[src/rtl/id_ex_stage.sv]
// rtl/id_ex_stage.sv - ID/EX pipeline register with load-use hazard detection, bubble insertion and illegal-op flagging
module id_ex_stage #(
  parameter int DATA_W = 32,
  parameter int CNT_W  = 16
) (
  input  logic              clk,
  input  logic              rst,
  input  logic              id_valid,
  input  logic              RegWrite_in,
  input  logic              RegDst_in,
  input  logic              ALUSrc_in,
  input  logic              MemWrite_in,
  input  logic              MemRead_in,
  input  logic              MemtoReg_in,
  input  logic [1:0]        ALUOp_in,
  input  logic [DATA_W-1:0] rs_data_in,
  input  logic [DATA_W-1:0] rt_data_in,
  input  logic [DATA_W-1:0] imm_ext_in,
  input  logic [4:0]        rs_addr_in,
  input  logic [4:0]        rt_addr_in,
  input  logic [4:0]        rd_addr_in,
  input  logic [5:0]        funct_in,
  input  logic              flush,
  input  logic              ex_ready,
  output logic              RegWrite_ex,
  output logic              ALUSrc_ex,
  output logic              MemWrite_ex,
  output logic              MemRead_ex,
  output logic              MemtoReg_ex,
  output logic [1:0]        ALUOp_ex,
  output logic [DATA_W-1:0] rs_data_ex,
  output logic [DATA_W-1:0] rt_data_ex,
  output logic [DATA_W-1:0] imm_ext_ex,
  output logic [4:0]        rs_addr_ex,
  output logic [5:0]        funct_ex,
  output logic [4:0]        write_reg_ex,
  output logic              ex_valid,
  output logic              stall_id,
  output logic              illegal_op,
  output logic [CNT_W-1:0]  bubble_cnt
);

  localparam logic [1:0] ALUOP_ILLEGAL = 2'b11;

  logic              reg_write_q,  reg_write_d;
  logic              alu_src_q,    alu_src_d;
  logic              mem_write_q,  mem_write_d;
  logic              mem_read_q,   mem_read_d;
  logic              mem_to_reg_q, mem_to_reg_d;
  logic [1:0]        alu_op_q,     alu_op_d;
  logic [DATA_W-1:0] rs_data_q,    rs_data_d;
  logic [DATA_W-1:0] rt_data_q,    rt_data_d;
  logic [DATA_W-1:0] imm_ext_q,    imm_ext_d;
  logic [4:0]        rs_addr_q,    rs_addr_d;
  logic [5:0]        funct_q,      funct_d;
  logic [4:0]        write_reg_q,  write_reg_d;
  logic              ex_valid_q,   ex_valid_d;
  logic              illegal_op_q, illegal_op_d;
  logic [CNT_W-1:0]  bubble_cnt_q, bubble_cnt_d;

  logic uses_rt;
  logic hazard;
  logic hold;

  // Load-use hazard and backpressure detection, seen by upstream in the same cycle
  always_comb begin
    uses_rt  = ~ALUSrc_in | MemWrite_in;
    hazard   = id_valid & ex_valid_q & mem_read_q & (write_reg_q != 5'd0) &
               ((write_reg_q == rs_addr_in) | (uses_rt & (write_reg_q == rt_addr_in)));
    hold     = ex_valid_q & ~ex_ready;
    stall_id = hold | hazard;
  end

  // Next-state selection with priority flush > hold > hazard > capture
  always_comb begin
    reg_write_d  = reg_write_q;
    alu_src_d    = alu_src_q;
    mem_write_d  = mem_write_q;
    mem_read_d   = mem_read_q;
    mem_to_reg_d = mem_to_reg_q;
    alu_op_d     = alu_op_q;
    rs_data_d    = rs_data_q;
    rt_data_d    = rt_data_q;
    imm_ext_d    = imm_ext_q;
    rs_addr_d    = rs_addr_q;
    funct_d      = funct_q;
    write_reg_d  = write_reg_q;
    ex_valid_d   = ex_valid_q;
    illegal_op_d = 1'b0;
    bubble_cnt_d = bubble_cnt_q;

    if (flush) begin
      // Kill whatever sits in EX, even if EX is stalled
      ex_valid_d  = 1'b0;
      reg_write_d = 1'b0;
      mem_write_d = 1'b0;
      mem_read_d  = 1'b0;
    end else if (hold) begin
      // EX not consuming: keep everything
    end else if (hazard) begin
      ex_valid_d  = 1'b0;
      reg_write_d = 1'b0;
      mem_write_d = 1'b0;
      mem_read_d  = 1'b0;
      if (bubble_cnt_q != {CNT_W{1'b1}}) begin
        bubble_cnt_d = bubble_cnt_q + 1'b1;
      end
    end else if (id_valid && (ALUOp_in != ALUOP_ILLEGAL)) begin
      reg_write_d  = RegWrite_in;
      alu_src_d    = ALUSrc_in;
      mem_write_d  = MemWrite_in;
      mem_read_d   = MemRead_in;
      mem_to_reg_d = MemtoReg_in;
      alu_op_d     = ALUOp_in;
      rs_data_d    = rs_data_in;
      rt_data_d    = rt_data_in;
      imm_ext_d    = imm_ext_in;
      rs_addr_d    = rs_addr_in;
      funct_d      = funct_in;
      write_reg_d  = RegDst_in ? rd_addr_in : rt_addr_in;
      ex_valid_d   = 1'b1;
    end else begin
      // Empty slot or illegal opcode: insert a bubble, flag illegal ones
      ex_valid_d   = 1'b0;
      reg_write_d  = 1'b0;
      mem_write_d  = 1'b0;
      mem_read_d   = 1'b0;
      illegal_op_d = id_valid;
    end
  end

  // Pipeline register state with asynchronous clear
  always_ff @(posedge clk or posedge rst) begin
    if (rst) begin
      reg_write_q  <= 1'b0;
      alu_src_q    <= 1'b0;
      mem_write_q  <= 1'b0;
      mem_read_q   <= 1'b0;
      mem_to_reg_q <= 1'b0;
      alu_op_q     <= 2'b00;
      rs_data_q    <= '0;
      rt_data_q    <= '0;
      imm_ext_q    <= '0;
      rs_addr_q    <= 5'd0;
      funct_q      <= 6'd0;
      write_reg_q  <= 5'd0;
      ex_valid_q   <= 1'b0;
      illegal_op_q <= 1'b0;
      bubble_cnt_q <= '0;
    end else begin
      reg_write_q  <= reg_write_d;
      alu_src_q    <= alu_src_d;
      mem_write_q  <= mem_write_d;
      mem_read_q   <= mem_read_d;
      mem_to_reg_q <= mem_to_reg_d;
      alu_op_q     <= alu_op_d;
      rs_data_q    <= rs_data_d;
      rt_data_q    <= rt_data_d;
      imm_ext_q    <= imm_ext_d;
      rs_addr_q    <= rs_addr_d;
      funct_q      <= funct_d;
      write_reg_q  <= write_reg_d;
      ex_valid_q   <= ex_valid_d;
      illegal_op_q <= illegal_op_d;
      bubble_cnt_q <= bubble_cnt_d;
    end
  end

  assign RegWrite_ex  = reg_write_q;
  assign ALUSrc_ex    = alu_src_q;
  assign MemWrite_ex  = mem_write_q;
  assign MemRead_ex   = mem_read_q;
  assign MemtoReg_ex  = mem_to_reg_q;
  assign ALUOp_ex     = alu_op_q;
  assign rs_data_ex   = rs_data_q;
  assign rt_data_ex   = rt_data_q;
  assign imm_ext_ex   = imm_ext_q;
  assign rs_addr_ex   = rs_addr_q;
  assign funct_ex     = funct_q;
  assign write_reg_ex = write_reg_q;
  assign ex_valid     = ex_valid_q;
  assign illegal_op   = illegal_op_q;
  assign bubble_cnt   = bubble_cnt_q;

endmodule

[config.mk]
export PLATFORM = sky130hd
export DESIGN_NAME = id_ex_stage
export DESIGN_NICKNAME = d
export VERILOG_FILES = /design/src/rtl/id_ex_stage.sv
export SDC_FILE = /design/constraint.sdc
export NUM_CORES = 1
export LEC_CHECK = 0
export BUFFER_PORTS_ARGS = -buffer_cell sky130_fd_sc_hd__buf_2
export CAP_MARGIN = 20
export CELL_PAD_IN_SITES_DETAIL_PLACEMENT = 0
export CELL_PAD_IN_SITES_GLOBAL_PLACEMENT = 1
export CORE_MARGIN = 2
export CORE_UTILIZATION = 36
export DETAILED_ROUTE_END_ITERATION = 6
export PLACE_DENSITY = 0.82
export SETUP_SLACK_MARGIN = 0.4
export SYNTH_ARGS = -nofsm -noshare
export SYNTH_HDL_FRONTEND = slang
export SYNTH_SLANG_ARGS = --single-unit
[constraint.sdc]
create_clock -name clk -period 4.6 [get_ports clk]
set_input_delay 0.46 -clock clk [delete_from_list [all_inputs] [get_ports clk]]
set_output_delay 0.46 -clock clk [all_outputs]
set_load 0.02 [all_outputs]
==> reports/metrics.cfg, run 1 <==
[routing]
vias=4069
wl_um=13100
route.detailed.drc=0
wl_per_cell_um=15.5
via_per_inst=4.81
ant_nets=0
dr.pass1.iters=4
drtIter0Drc=138

[sta]
rsz0062_at_grt=false
whs_ns=0.257
fin_skew_ns=0.00679
max_clock_freq_mhz=371
setup_tns_ns=0
period_share=0.587
slew_headroom=0.387
period_needed_ns=2.70
setup_viol=0
tightest_slew_ns=0.919
finalHoldViolations=0
drv_slew=0

[clock_network]
cts_buffer_depth=2
cts_buffers=17
htreeDepth=4
postCtsSetupBuffers=0
cts_hold_buf=0
path_clk_slew_ns=0.06
cts_tree=done
cts_sinks=137
cts_resized=0
insertion_delay_ns=0.41
root_buffer=clkbuf_16

[logic_synthesis]
ys_dominant_reg_cell=dfrtp_1
yosysWarnings=0
synth_top_cell_by_area=dfrtp_1
ys_ff_latch=137
syn_area_um2=5600
ys_seq_area_frac=0.612
syn_inst=370
syn_area_per_cell_um2=15.1
async_flop_share=1.00
synth_edf_count=0
synth_fp_nets=501
synthTopCellsByArea=dfrtp_1, mux2_2, mux2_1
synth_cell_types=40
synth_top_area_share=0.612

[grt]
grt_pass1_wl_um=20900
grt-ovfl-total=0
grt_use_total=0.161
use_met3=0.0678
grtUsageMet1=0.186
met2_usage=0.267
grt_max_degree=105
busiest_layer=met2
grt_pass1_vias=4167
antenna_found_initial=0

[layout]
layoutNonFillerInstCount=846
syn_to_final_growth_pct=37.1
seq_area_um2=3430
multi_input_area_um2=2050
final_nets=776
drive_above_1_share=0.637
post-route-cell-area_um2=7680
antenna_cells=0
num-fill-cells=1369

[place]
dp_hpwl_um=9720
io_buffer_count=267
post_dp_cell_area_um2=7110
gp_congestion=0.760
place_inst=814

[power]
power_mw=3.68
p_seq_frac=0.415
switching_power_mw=1.15
swShare=0.312
intPower_mw=2.53
p_per_area_nw_per_um2=479
combinationalPowerShare=0.234
power_frac_clock=0.350
irDropWorstVdd_mv=0.258
p_leak_nw=3.76

[setup_path]
endpoint_kind=flop
arrival_ns=2.99
start_kind=flop
required_ns=4.89
worstSetupPathType=reg -> reg
critical_path.max_fanout=64

[floorplanning]
die_y_um=129
core-area_um2=15200
initial_core_util=0.368
rows=45
die-width_um=129
dieArea_um2=16600
io_pins=268

[run_status]
status=finished, final reports clean

[hold_path]
min_path_type=in -> async

[job]
drv_cap=0

final cells by class:
| type | instances | share of cell area |
|---|---|---|
| multi-input combinational | 213 | 0.267 |
| clock buffer | 17 | 0.0554 |
| clock inverter | 15 | 0.0181 |
| tap | 188 | 0.0306 |
| inverter | 3 | 0.00212 |
| sequential | 137 | 0.447 |
| timing repair buffer | 273 | 0.180 |
worst max-delay path, cell delays in order (launching register included):
cell and delay, ns:
dfrtp_1 0.40, nand2b_1 0.12, nor2b_1 0.46, nand2_1 0.23
a221oi_4 0.24, buf_4 0.66, mux2_2 0.42
flip-flops by register name, indices dropped and copies added, names as in the netlist:
register and flops:
rs_data_ex 32, MemRead_ex 1, ex_valid 1, rs_addr_ex 5, MemtoReg_ex 1, illegal_op 1
imm_ext_ex 32, MemWrite_ex 1, bubble_cnt 16, write_reg_ex 5, rt_data_ex 32, RegWrite_ex 1
ALUSrc_ex 1, funct_ex 6, ALUOp_ex 2
per-layer routing:
layer  wire length, um  vias to the layer above  part of all wire
met5                 0                        -                 0
met4               176                        0             0.013
met3              1040                       11             0.079
met2              6650                      160              0.51
met1              5270                     2010              0.40
li1                  -                     1888                 -
cells in the final DEF (no fill, tap or decap), types with 3 or more instances in the layout:
master / n
mux2_2: 104
nand2_1: 10
and3_1: 7
clkinvlp_4: 5
nor2_1: 3
a22o_1: 3
dfrtp_1: 137
xor2_1: 4
xnor2_1: 20
buf_2: 267
buf_4: 6
nand4_1: 11
inv_6: 7
mux2_1: 16
and4_1: 4
nand3_1: 6
clkbuf_16: 17
synth_stat cells, drive strengths merged (3+ instances only):
master  instances
xnor2          20
nor2            3
dfrtp         137
and3            8
nand2          10
nand3           6
a22o            3
inv             3
buf            14
nand4          12
mux2          121
clkbuf          3
and4            4
xor2            4
final timing paths:
kind	from	end	slack (ns)	cells after the start
setup / recovery	ex_valid	rt_data_ex[11]	1.90	6
hold / removal	rst	rt_data_ex[3]	0.26	2
setup reg to reg	ex_valid	rt_data_ex[11]	1.90	6
hold reg to reg	rs_addr_ex[0]	rs_addr_ex[0]	0.48	1
max in group asynchronous	rst	rs_addr_ex[0]	3.42	3
min in group clk	imm_ext_in[1]	imm_ext_ex[1]	0.27	2
per-stage QoR:
step                      setup WS (ns)  utilization
after global placement             1.84        0.468
after CTS                          1.93        0.505
final                              1.90        0.505
after global routing               1.72        0.505
after floorplan                   0.472            -
after detailed placement           1.78        0.468
power by group through the flow:
| stage | Clock [mW] | Sequential, mW | Combinational, mW |
|---|---|---|---|
| final | 1.29 | 1.53 | 0.863 |
| after global routing | 1.39 | 1.55 | 0.924 |
| after detailed placement | 0 | 1.55 | 0.877 |
| after CTS | 1.33 | 1.53 | 0.876 |
| after global placement | 0 | 1.53 | 0.861 |
| after floorplan | 0 | 1.80 | 0.274 |
cell families after synthesis:
| kind of cell | Yosys count | share of synthesized area |
|---|---|---|
| compound gates | 15 | 0.0226 |
| xor+xnor | 24 | 0.0375 |
| fa+ha+maj | 1 | 0.00223 |
| flops | 137 | 0.612 |
| simple gates | 52 | 0.0570 |
| mux | 121 | 0.244 |
| buf+inv | 20 | 0.0246 |
Note: power is estimated with default switching activity, not from simulation.
==> run 2, diff against run 1 <==
--- a/config.mk
+++ b/config.mk
@@ -10,9 +10,9 @@
 export CELL_PAD_IN_SITES_DETAIL_PLACEMENT = 0
 export CELL_PAD_IN_SITES_GLOBAL_PLACEMENT = 1
 export CORE_MARGIN = 2
-export CORE_UTILIZATION = 36
+export CORE_UTILIZATION = 32
 export DETAILED_ROUTE_END_ITERATION = 6
-export PLACE_DENSITY = 0.82
+export PLACE_DENSITY = 0.77
 export SETUP_SLACK_MARGIN = 0.4
 export SYNTH_ARGS = -nofsm -noshare
 export SYNTH_HDL_FRONTEND = slang
==> constraint.sdc (replaced) <==
create_clock -name clk -period 2.4 [get_ports clk]
set_input_delay 0.24 -clock clk [delete_from_list [all_inputs] [get_ports clk]]
set_output_delay 0.24 -clock clk [all_outputs]
set_load 0.02 [all_outputs]
==> run 2 against run 1 <==
Total power rose by 100%. Die area rose by 12%. Utilization fell by 1.6 points. Fmax rose by 31%. Highest routed layer unchanged. Non-clock buffer count rose by 35. Flip-flop and latch count did not move. Clock skew rose by 0.0028 ns.
==> reports/metrics.cfg, run 2 (same netlist as run 1, synthesis figures left out) <==
[routing]
wl_per_cell_um=17.0  ; was 15.5 um
drtIter0Drc=139  ; was 138
wl_um=15600  ; was 13100 um
via_per_inst=4.70  ; was 4.81
vias=4306  ; was 4069
route.detailed.drc=0  ; unchanged
dr.pass1.iters=4  ; unchanged
ant_nets=0  ; unchanged

[setup_path]
r2r_slack_ns=0.35  ; was 1.90 ns
reg2reg_depth=8  ; was 6
endpoint_kind=flop  ; unchanged
r2r_end=rt_data_ex[7]  ; was rt_data_ex[11]
required_ns=2.70  ; was 4.89 ns
worstSetupPathType=reg -> reg  ; unchanged
arrival_ns=2.35  ; was 2.99 ns
r2r_start=write_reg_ex[1]  ; was ex_valid
start_kind=flop  ; unchanged
critical_path.max_fanout=8  ; was 64
crit_start=write_reg_ex[1]  ; was ex_valid
crit_end=rt_data_ex[7]  ; was rt_data_ex[11]

[sta]
slew_headroom=0.489  ; was 0.387
fin_skew_ns=0.00958  ; was 0.00679 ns
max_clock_freq_mhz=487  ; was 371 MHz
period_share=0.855  ; was 0.587
whs_ns=0.0370  ; was 0.257 ns
setup_viol=0  ; unchanged
drv_slew=0  ; unchanged
tightest_slew_ns=0.766  ; was 0.919 ns
period_needed_ns=2.05  ; was 2.70 ns
setup_ws_ns=0.347  ; was 1.90 ns
setup_tns_ns=0  ; unchanged
rsz0062_at_grt=true  ; was false
finalHoldViolations=0  ; unchanged

[layout]
utilization=0.490  ; was 0.505
final_cell_mix=buf_2, dfrtp_1, mux2_2  ; unchanged
syn_to_final_growth_pct=50.1  ; was 37.1%
num-fill-cells=1581  ; was 1369
antenna_cells=0  ; unchanged
drive_above_1_share=0.686  ; was 0.637
final_common_cell=buf_2  ; unchanged
final_nets=811  ; was 776

[clock_network]
insertion_delay_ns=0.42  ; was 0.41 ns
path_clk_slew_ns=0.06  ; about the same
htreeDepth=4  ; unchanged
cts_tree=done  ; unchanged
root_buffer=clkbuf_16  ; unchanged
cts_buffer_depth=2  ; unchanged
cts_buffers=17  ; unchanged
cts_sinks=137  ; unchanged

[power]
p_leak_nw=4.08  ; was 3.76 nW
irDropWorstVdd_mv=0.472  ; was 0.258 mV
p_per_area_nw_per_um2=878  ; was 479 nW/um^2

[floorplanning]
rows=48  ; was 45
die_y_um=136  ; was 129 um
dieArea_um2=18600  ; was 16600 um^2
initial_core_util=0.326  ; was 0.368
die-width_um=136  ; was 129 um
io_pins=268  ; unchanged
core-area_um2=17200  ; was 15200 um^2

[grt]
antenna_found_initial=0  ; unchanged
grtUsageMet1=0.173  ; was 0.186
met2_usage=0.278  ; was 0.267
grt_use_total=0.160  ; was 0.161
busiest_layer=met2  ; unchanged
grt_pass1_vias=4503  ; was 4167
grt_pass1_wl_um=22800  ; was 20900 um
use_met3=0.0641  ; was 0.0678
grt-ovfl-total=0  ; unchanged
grt_max_degree=78  ; was 105

[place]
dp_worst_setup_slack_ns=0.290  ; was 1.78 ns
dp_hpwl_um=10800  ; was 9720 um
io_buffer_count=267  ; unchanged
gp_congestion=0.814  ; was 0.760

[run_status]
status=finished, final reports clean  ; unchanged

[job]
drv_cap=0  ; unchanged

[hold_path]
min_path_type=in -> reg  ; was in -> async

[run 2: changes by cell type in the layout (fill, tap and decap cells not counted), sizes merged]
| cell | change |
|---|---|
| clkbuf | +11 |
| clkinv | +3 |
| buf | +25 |
| clkinvlp | -1 |
| inv | -6 |
| bufinv | +1 |
| dlygate4sd3 | +1 |
[run 2: stage by stage]
stage	power (mW)	cell area, um^2	cells
CTS	7.34	7990	899
detailed placement	4.70	7290	858
global route	7.72	8410	917
floorplan	3.98	5600	370
finish	7.38	8410	917
global placement	4.64	7290	858
[run 2: layout make-up]
class | instances | area (um^2) | share of cell area
Clock inverter | 12 | 125 | 0.0149
Multi-Input combinational cell | 213 | 2120 | 0.252
Sequential cell | 137 | 3440 | 0.409
Clock buffer | 19 | 453 | 0.0539
Timing Repair Buffer | 308 | 1980 | 0.235
Tap cell | 225 | 282 | 0.0335
Inverter | 3 | 15.0 | 0.00179
[run 2: worst min-delay path by stage]
stage	cells past startpoint	slack, ns	from	end
floorplan	2	0.37	ALUOp_in[0]	illegal_op
global placement	3	0.39	rst	rt_data_ex[3]
detailed placement	3	0.40	rst	rt_data_ex[6]
CTS	2	0.02	funct_in[4]	funct_ex[4]
global route	2	0.03	imm_ext_in[1]	imm_ext_ex[1]
finish	2	0.04	funct_in[4]	funct_ex[4]
[run 2: layer usage]
metal | share of wire | up-vias | wire, um
met2 | 0.53 | 159 | 8190
met5 | 0 | - | 0
met3 | 0.066 | 30 | 1030
li1 | - | 1963 | -
met1 | 0.39 | 2154 | 6020
met4 | 0.023 | 0 | 358
[run 2: power breakdown]
group / switching [mW] / internal, mW
logic: 1.02 / 0.850
clock network: 0.998 / 1.57
registers: 0.226 / 2.71
[run 2: critical path, cell delays in order (launching register included)]
cell	delay, ns
dfrtp_2	0.45
xnor2_2	0.15
nand4_1	0.11
o22ai_2	0.13
a221oi_4	0.28
buf_4	0.17
buf_12	0.15
clkbuf_16	0.16
mux2_2	0.33
[run 2: timing repair]
item,4_1_cts,5_1_grt
buffers inserted,8,6
endpoints found under the hold margin,77,0
gates resized for setup,9,33
pin swaps,7,6
cloned,1,12
setup endpoints to repair,77,113
hold buffers,1,0
==> run 3, diff against run 2 <==
--- a/config.mk
+++ b/config.mk
@@ -7,7 +7,7 @@
 export LEC_CHECK = 0
 export BUFFER_PORTS_ARGS = -buffer_cell sky130_fd_sc_hd__buf_2
 export CAP_MARGIN = 20
-export CELL_PAD_IN_SITES_DETAIL_PLACEMENT = 0
+export CELL_PAD_IN_SITES_DETAIL_PLACEMENT = 1
 export CELL_PAD_IN_SITES_GLOBAL_PLACEMENT = 1
 export CORE_MARGIN = 2
 export CORE_UTILIZATION = 32
==> run 3 against run 2 <==
Cell count up 0.22%. Register-to-register slack worse by 0.06 ns. Sequential power rose by 1%. Flip-flop and latch count stayed put. Combinational power up 13%. Highest routed layer unchanged.
==> reports/metrics.cfg, run 3 (same netlist as run 1, synthesis figures left out) <==
[place]
gp_congestion=0.814  ; unchanged
post_dp_cell_area_um2=7290  ; unchanged
dp_hpwl_um=12000  ; was 10800 um
io_buffer_count=267  ; unchanged
place_inst=858  ; unchanged

[routing]
via_per_inst=4.79  ; was 4.70
dr.pass1.iters=4  ; unchanged
wl_um=18700  ; was 15600 um
route.detailed.drc=0  ; unchanged
vias=4402  ; was 4306
drtIter0Drc=166  ; was 139
wl_per_cell_um=20.4  ; was 17.0 um
ant_nets=0  ; unchanged

[grt]
antenna_found_initial=0  ; unchanged
grt_pass1_vias=4770  ; was 4503
grt-ovfl-total=0  ; unchanged
grt_pass1_wl_um=25000  ; was 22800 um
grt_use_total=0.176  ; was 0.160
grt_max_degree=78  ; unchanged

[clock_network]
root_buffer=clkbuf_16  ; unchanged
cts_buffer_depth=2  ; unchanged
cts_buffers=17  ; unchanged
insertion_delay_ns=0.41  ; was 0.42 ns
htreeDepth=4  ; unchanged
path_clk_slew_ns=0.06  ; about the same
cts_sinks=137  ; unchanged
cts_tree=done  ; unchanged

[setup_path]
worstSetupPathType=reg -> reg  ; unchanged
reg2reg_depth=8  ; unchanged
r2r_end=rs_data_ex[25]  ; was rt_data_ex[7]
arrival_ns=2.40  ; was 2.35 ns
r2r_start=write_reg_ex[0]  ; was write_reg_ex[1]
slowest_delay_ns=0.47  ; was 0.45 ns
cp.buffers_inverters=3  ; unchanged
start_kind=flop  ; unchanged
required_ns=2.69  ; was 2.70 ns
path_delay_family=buffers and inverters  ; unchanged
critical_path.max_fanout=8  ; unchanged
endpoint_kind=flop  ; unchanged
cpMaxStageDelayCell=dfrtp_2  ; unchanged
r2r_slack_ns=0.29  ; was 0.35 ns
crit_chain=xnor2_2, nand3_1, o22ai_4, a221oi_4, buf_6, buf_12, clkbuf_16, mux2_4  ; was xnor2_2, nand4_1, o22ai_2, a221oi_4, buf_4, buf_12, clkbuf_16, mux2_2

[layout]
drive_above_1_share=0.696  ; was 0.686
num-fill-cells=1820  ; was 1581
syn_to_final_growth_pct=56.2  ; was 50.1%
antenna_cells=0  ; unchanged
post-route-cell-area_um2=8750  ; was 8410 um^2
final_cell_mix=buf_2, dfrtp_1, mux2_4  ; was buf_2, dfrtp_1, mux2_2
final_nets=812  ; was 811
layoutNonFillerInstCount=919  ; was 917
final_common_cell=buf_2  ; unchanged

[floorplanning]
rows=48  ; unchanged
initial_core_util=0.326  ; unchanged
core-area_um2=17200  ; unchanged
io_pins=268  ; unchanged
die-width_um=136  ; unchanged
dieArea_um2=18600  ; unchanged
die_y_um=136  ; unchanged

[sta]
drv_slew=0  ; unchanged
setup_viol=0  ; unchanged
finalHoldViolations=0  ; unchanged
period_needed_ns=2.11  ; was 2.05 ns
tightest_slew_ns=0.779  ; was 0.766 ns
rsz0062_at_grt=true  ; unchanged
setup_tns_ns=0  ; unchanged
slew_headroom=0.481  ; was 0.489
max_clock_freq_mhz=474  ; was 487 MHz
period_share=0.880  ; was 0.855
fin_skew_ns=0.0100  ; was 0.00958 ns

[power]
p_per_area_nw_per_um2=865  ; was 878 nW/um^2
p_leak_nw=4.36  ; was 4.08 nW
irDropWorstVdd_mv=0.458  ; was 0.472 mV

[run_status]
status=finished, final reports clean  ; unchanged

[hold_path]
hold_end=MemRead_ex  ; was funct_ex[4]
min_path_cells=2  ; unchanged
min_path_type=in -> reg  ; unchanged
worstHoldStart=MemRead_in  ; was funct_in[4]

[job]
drv_cap=0  ; unchanged

## run 3: changes by cell type in the layout (fill, tap and decap cells not counted), sizes merged
cell	delta
clkinvlp	-2
clkinv	-2
bufinv	-1
inv	-1
clkbuf	+8
## run 3: layout make-up
cell class	count	area, um^2	area share
Clock inverter	6	65.1	0.00744
Sequential cell	137	3440	0.393
Tap cell	225	282	0.0322
Multi-Input combinational cell	213	2430	0.278
Clock buffer	26	489	0.0559
Inverter	3	15.0	0.00172
Timing Repair Buffer	309	2030	0.232
## run 3: how the worst max path moves through the flow
stage                     endpoint  slack (ns)       startpoint  cells past startpoint
finish              rs_data_ex[25]        0.29  write_reg_ex[0]                      8
global route        rs_data_ex[25]        0.22  write_reg_ex[0]                      8
CTS                  imm_ext_ex[5]        0.33  write_reg_ex[3]                      7
detailed placement  rt_data_ex[14]        0.29  write_reg_ex[1]                      7
global placement    rt_data_ex[11]        0.35  write_reg_ex[0]                      6
floorplan              funct_ex[1]        0.33         ex_valid                      9
## run 3: power by group
| part | total [mW] | switching, mW | internal [mW] |
|---|---|---|---|
| clock | 2.48 | 0.974 | 1.51 |
| combinational | 2.11 | 1.09 | 1.01 |
| sequential | 2.98 | 0.265 | 2.72 |
| total | 7.57 | 2.33 | 5.24 |
## run 3: what timing repair did
action                                 CTS  global route
endpoints found under the hold margin   77             0
gates resized for setup                  9           122
pin swaps                                4             7
setup buffers                            9             6
cloned                                   0            13
hold buffers                             1             0
setup endpoints to repair               96           118
## run 3: per-layer routing
metal | share of wire | up-vias | global-route usage
met2 | 0.55 | 158 | 0.320
met4 | 0.020 | 0 | 0.0642
met5 | 0 | - | 0
li1 | - | 1951 | -
met3 | 0.057 | 27 | 0.0585
met1 | 0.38 | 2266 | 0.191
## run 3: through the flow
step           worst slack, ns  total power [mW]  hold WS, ns  utilization
2_1_floorplan            0.332              3.98        0.365            -
3_3_place_gp             0.354              4.64        0.388        0.424
3_5_place_dp             0.288              4.72        0.395        0.424
4_1_cts                  0.329              7.28       0.0203        0.463
5_1_grt                  0.220              7.90       0.0413        0.509
6_report                 0.289              7.57       0.0512        0.509
